File: config.mk
export PLATFORM = sky130hd
export DESIGN_NAME = duc_mc
export DESIGN_NICKNAME = d
export VERILOG_FILES = /design/src/rtl/duc_pkg.sv /design/src/rtl/duc_lane.sv /design/src/rtl/duc_mc.sv
export SDC_FILE = /design/constraint.sdc
export NUM_CORES = 1
export LEC_CHECK = 0
export CORE_AREA = 2 2 70 72
export DETAILED_ROUTE_END_ITERATION = 7
export DIE_AREA = 0 0 72 74
export DONT_BUFFER_PORTS = 1
export GPL_ROUTABILITY_DRIVEN = 0
export SLEW_MARGIN = 20
export SYNTH_ARGS = -nofsm -noshare
export SYNTH_HDL_FRONTEND = slang
export SYNTH_SLANG_ARGS = --single-unit
File: constraint.sdc
create_clock -name clk -period 2.08 [get_ports clk]
set_input_delay 0.312 -clock clk [delete_from_list [all_inputs] [get_ports clk]]
set_output_delay 0.312 -clock clk [all_outputs]
set_load 0.01 [all_outputs]
File: src/rtl/duc_pkg.sv
// Shared constants for the multi-channel fs/4 digital up/down converter.
// Holds the mode encoding, the quarter-rate phase table and the term selector.
package duc_pkg;

  localparam int PHASE_W = 2;

  localparam logic [1:0] MODE_BYP  = 2'b00;
  localparam logic [1:0] MODE_UP   = 2'b01;
  localparam logic [1:0] MODE_DN   = 2'b10;
  localparam logic [1:0] MODE_MUTE = 2'b11;

  // (cos, sin) per phase index; every entry has exactly one non-zero term.
  localparam logic signed [1:0] PH_COS [4] = '{2'sd0, -2'sd1, 2'sd0, 2'sd1};
  localparam logic signed [1:0] PH_SIN [4] = '{2'sd1, 2'sd0, -2'sd1, 2'sd0};

  typedef enum logic [2:0] {
    SEL_ZERO,
    SEL_POS_I,
    SEL_NEG_I,
    SEL_POS_Q,
    SEL_NEG_Q
  } term_sel_e;

  function automatic term_sel_e term_select(input logic [1:0] mode,
                                            input logic [PHASE_W-1:0] phase);
    term_sel_e sel;
    if (mode == MODE_MUTE)                sel = SEL_ZERO;
    else if (mode == MODE_BYP)            sel = SEL_POS_I;
    else if (PH_COS[phase] == 2'sd1)      sel = SEL_POS_I;
    else if (PH_COS[phase] == -2'sd1)     sel = SEL_NEG_I;
    else if (PH_SIN[phase] == 2'sd1)      sel = SEL_POS_Q;
    else                                  sel = SEL_NEG_Q;
    return sel;
  endfunction

endpackage

File: src/rtl/duc_lane.sv
// One antenna channel: stage 1 holds the selected, sign-extended term,
// stage 2 holds the channel's real output.
module duc_lane
  import duc_pkg::*;
#(
  parameter int DW = 6
) (
  input  logic          clk,
  input  logic          rst,
  input  logic          load_i,
  input  logic          emit_i,
  input  logic [2:0]    sel_i,
  input  logic [DW-1:0] i_i,
  input  logic [DW-1:0] q_i,
  output logic [DW:0]   out_o
);

  logic signed [DW:0] i_ext;
  logic signed [DW:0] q_ext;
  logic signed [DW:0] term_d;
  logic signed [DW:0] term_q;
  logic signed [DW:0] out_q;

  // Widening before negation makes -(-2^(DW-1)) representable.
  assign i_ext = {i_i[DW-1], i_i};
  assign q_ext = {q_i[DW-1], q_i};

  // NOTE: every path of a combinational block must assign its outputs; the
  // default up front keeps synthesis from inferring a latch.
  always_comb begin
    term_d = '0;
    case (term_sel_e'(sel_i))
      SEL_POS_I: term_d = i_ext;
      SEL_NEG_I: term_d = -i_ext;
      SEL_POS_Q: term_d = q_ext;
      SEL_NEG_Q: term_d = -q_ext;
      default:   term_d = '0;
    endcase
  end

  // NOTE: state uses non-blocking assignments so all registers update from
  // pre-edge values; reset is synchronous, so it lives inside the clocked block.
  always_ff @(posedge clk) begin
    if (rst) begin
      term_q <= '0;
      out_q  <= '0;
    end else begin
      if (load_i) term_q <= term_d;
      if (emit_i) out_q  <= term_q;
    end
  end

  assign out_o = out_q;

endmodule

File: src/rtl/duc_mc.sv
// Multi-channel fs/4 up/down converter: one shared phase counter and valid
// pipeline driving NCH identical two-stage lanes.
module duc_mc
  import duc_pkg::*;
#(
  parameter int DW  = 6,
  parameter int NCH = 2
) (
  input  logic                  clk,
  input  logic                  rst,
  input  logic                  in_valid,
  input  logic [NCH*DW-1:0]     i_in,
  input  logic [NCH*DW-1:0]     q_in,
  input  logic [1:0]            mode,
  input  logic                  sync,
  output logic                  out_valid,
  output logic [NCH*(DW+1)-1:0] out_duc,
  output logic [1:0]            phase_o
);

  logic [PHASE_W-1:0] ph_q;
  logic [PHASE_W-1:0] ph_d;
  logic [PHASE_W-1:0] ph_app;
  logic [PHASE_W-1:0] ph1_q;
  logic [PHASE_W-1:0] phase_q;
  logic               v1_q;
  logic               out_valid_q;
  term_sel_e          sel;

  // A sync request forces phase 0 for this sample; the counter then steps from 0.
  always_comb begin
    ph_app = sync ? '0 : ph_q;
    ph_d   = ph_q;
    if (in_valid) begin
      case (mode)
        MODE_UP: ph_d = ph_app + 2'd1;
        MODE_DN: ph_d = ph_app - 2'd1;
        default: ph_d = ph_app;
      endcase
    end
  end

  assign sel = term_select(mode, ph_app);

  always_ff @(posedge clk) begin
    if (rst) begin
      ph_q        <= '0;
      v1_q        <= 1'b0;
      ph1_q       <= '0;
      out_valid_q <= 1'b0;
      phase_q     <= '0;
    end else begin
      ph_q        <= ph_d;
      v1_q        <= in_valid;
      out_valid_q <= v1_q;
      if (in_valid) ph1_q   <= ph_app;
      if (v1_q)     phase_q <= ph1_q;
    end
  end

  for (genvar k = 0; k < NCH; k++) begin : g_lane
    duc_lane #(.DW(DW)) u_lane (
      .clk    (clk),
      .rst    (rst),
      .load_i (in_valid),
      .emit_i (v1_q),
      .sel_i  (sel),
      .i_i    (i_in[k*DW +: DW]),
      .q_i    (q_in[k*DW +: DW]),
      .out_o  (out_duc[k*(DW+1) +: DW+1])
    );
  end

  assign out_valid = out_valid_q;
  assign phase_o   = phase_q;

endmodule

==> metrics.md <==
| Metric | Value |
|---|---|
| Status | finished, final reports clean |
| Global-route wire length before repair | about 7700 microns |
| Vias/cell | about 5.7 |
| Non-filler cells, final | approximately 290 |
| Worst-Skew Late Latency | between 200 and 300 ps |
| Total CTS buffers | 5 |
| Area occupied by multi-input gates | between 0.001 and 0.0015 sq mm |
| Setup tns final | 0 ps |
| Internal Power | 0.00107 W |
| Dpl hpwl | 3560 microns |
| Logic pwr share | 12.7% |
| Global route overflow | 0 |
| Register area share after synthesis | between 30% and 40% |
| Met1 usage | a little under a quarter |
| Via count | approximately 1.6k |
| LEAKAGE | 0.831 nW |
| Register share of total power | around half |
| H-Tree Depth | 2 |
| Clock skew | 2.74 ps |
| FF+latch area | between 700 and 800 sq um |
| Gate Count Post-Synth | approximately 240 |
| Largest net degree at the start of global routing | 24 |
| CTS tree | built |
| CTS root buf | clkbuf_8 |
| Dpl cells | 281 |
| Hold crit path type | in -> reg |
| Post-cts resize count | 0 |
| Placeable Area | 0.00460 sq mm |
| FF-to-FF path depth | 5 |
| Final Cycle Share | 86.7% |
| Top cells by area, synth | dfxtp_1 36%, mux2i_1 10%, nor2_1 6.0% |
| Cell Pwr Density | about 670 mW/mm^2 |
| Initial antenna violation count | 0 |
| Die footprint | 0.00533 sq mm |
| Warnings from Yosys | 0 |
| Final Max Slew Viols | 0 |
| CP startpoint kind | register |
| Slew Limit Headroom | between 50% and 60% |
| CTS clk-pin slew, worst paths | ~70 ps |
| GRT Max-Usage Layer | met2 |
| Hold violation count in the final report | 0 |
| Number of global-route vias before repair | between 1.5k and 2k |
| Final Setup Violations | 0 |
| I/O pin count | 47 |
| Fraction of power spent switching nets | ~26% |
| WP data arrival | between 2000 and 2500 ps |
| Pre-CTS setup slack | around 140 ps |
| Post-route ant nets | 0 |
| CP Class | reg -> reg |
| Post-synthesis net count | about 270 |
| Diode count | 0 |
| Reg2Reg Setup Slack | between 200 and 300 ps |
| Share of the synthesized area in the top cell type | between 30% and 40% |
| Starting Density | a little over two fifths |
| Hold Buf Count CTS | 0 |
| Synth async-reset ratio | 0% |
| FF-to-FF End | g_lane[1].u_lane.term_q[4]$_SDFFE_PP0P_ |
| CP Capture Point | g_lane[1].u_lane.term_q[4]$_SDFFE_PP0P_ |
| Min Tclk post-route | roughly 1800 ps |
| Area delta synth->final | 6.80% |
| Crit end category | register |
| Final core utilization | a little under half |
| Die X | approximately 72 microns |
| Psw | roughly 0.00037 W |
| Die height | 74 microns |
| Crit path from | ph_q[0]$_SDFFE_PP0P_ |
| Post-synth design cell area | around 0.0020 sq mm |
| Clk pwr share | 35.8% |
| Count of clock tree sinks | 36 |
| R2r startpoint | ph_q[0]$_SDFFE_PP0P_ |
| Yosys reg bits | 36 |
| Ys flop type | dfxtp_1 |
| Final worst-path setup slack | between 200 and 300 ps |
| Yosys cell types | 46 |
| Worst Path Max Fanout | 10 |
| Final Net Count | between 200 and 300 |
| Post CTS Setup Buffer Count | 0 |
| Grt met3 use | between 6 and 7% |
| Peak Freq | around 550 MHz |
| Initial DRC Count | 48 |
| Synth area leader | dfxtp_1 |
| Core Rows | 25 |
| Max_cap viols | 0 |
| Pre-Repair DR Iteration Count | 5 |
| GRT met2 Usage | roughly 30% |
| # DRC | 0 |
| Port bufs | 0 |
| Worst-margin pin slew | ~600 ps |
| GRT Overall Usage | 18.9% |
| Syn Area/Cell | about 8.5 sq um |
| Commonest cells in the netlist | 36 x dfxtp_1, 32 x nor2_1, 21 x mux2i_1 |
| Share of cells above drive strength 1 | 8.51% |
| RSZ-0062 raised after global routing | no |
| Tot Pwr | ~0.0014 W |
| Worst endpoint required time | 2300 ps |
| Most common cell in the netlist | dfxtp_1 |
| Final wirelength | 4730 microns |
| EDFF count, synth | 0 |
| Layout fillers | ~440 |
| Clk buf depth | 2 |
| Worst VDD drop | 0.249 mV |
| DR WL/cell | about 16 microns |
-- layout make-up --
class	count	share of cell area, %
multi-input combinational	173	54.5
sequential	36	33.6
timing repair buffer	7	2.45
clock buffer	6	3.85
inverter	11	1.93
tap	54	3.15
clock inverter	2	0.467
-- through the flow --
stage	hold WS, ps	cell area, sq um
2_1_floorplan	384	2010
3_3_place_gp	385	2050
3_5_place_dp	387	2050
4_1_cts	75.9	2140
5_1_grt	71.7	2140
6_report	82.8	2140
-- worst min-delay path by stage --
stage,to,slack [ps],cells after the start,from
3_5_place_dp,out_valid$_SDFF_PP0_,390,1,rst
4_1_cts,g_lane[0].u_lane.out_o[4]$_SDFFE_PP0P_,80,1,rst
3_3_place_gp,ph1_q[1]$_SDFFE_PP0P_,390,1,rst
2_1_floorplan,out_valid$_SDFF_PP0_,380,1,rst
6_report,ph1_q[1]$_SDFFE_PP0P_,80,1,rst
5_1_grt,g_lane[1].u_lane.out_o[2]$_SDFFE_PP0P_,70,1,rst
-- power groups by stage --
stage	clock [W]	sequential [W]	combinational [W]
2_1_floorplan	0	0.000744	0.000163
3_3_place_gp	0	0.000755	0.000182
3_5_place_dp	0	0.000756	0.000181
4_1_cts	0.000529	0.000739	0.000182
5_1_grt	0.000563	0.000743	0.000206
6_report	0.000514	0.000739	0.000183
-- cells by family (layout without fill, tap and decap cells) --
family,count (synthesis),count (layout),synth area share (%)
AOI/OAI and AO/OA,57,57,20.1
muxes,21,21,10.5
and+or+nand+nor,79,79,19.2
adders and majority gates,8,8,4.99
xor gates and xnor gates,8,8,3.49
DFF,36,36,35.9
buffers and inverters,27,26,5.86
-- flip-flops by register name (all words and copies together) (netlist names) --
signal and flops:
g_lane.u_lane.out_o 14, g_lane.u_lane.term_q 14, out_valid 1, ph1_q 2, ph_q 2, phase_o 2
v1_q 1
-- cells in the final DEF, fill, tap and decap left out, types with 2 or more instances in the layout --
master / count
a32o_1: 2
nand2b_1: 2
xor2_1: 4
ha_1: 8
a221oi_1: 5
or3_1: 2
nand2_1: 17
mux2i_1: 21
nor2b_1: 6
o21ai_1: 4
a222oi_1: 2
xnor2_1: 4
nor2_1: 32
o211ai_1: 2
o221ai_1: 2
clkbuf_8: 6
a211oi_1: 5
buf_4: 7
dfxtp_1: 36
o31ai_1: 3
inv_1: 11
a22o_1: 3
clkinv_2: 2
nor3_1: 7
nand3b_1: 2
a31o_2: 2
a32oi_1: 4
o21ai_0: 9
a21oi_1: 9
a21o_1: 2
-- metal layers --
layer,share of wire [%],up-vias
li1,-,847
met1,46,731
met2,44,56
met3,8.2,7
met4,1.5,0
met5,0,-
-- worst max-delay path: stages, from the launching register on --
cell and delay [ps]:
dfxtp_1 500, or4b_1 480, or2_1 310, a211oi_1 250
a221oi_1 80, o21ai_1 120
(Power assumes the default switching activity.)
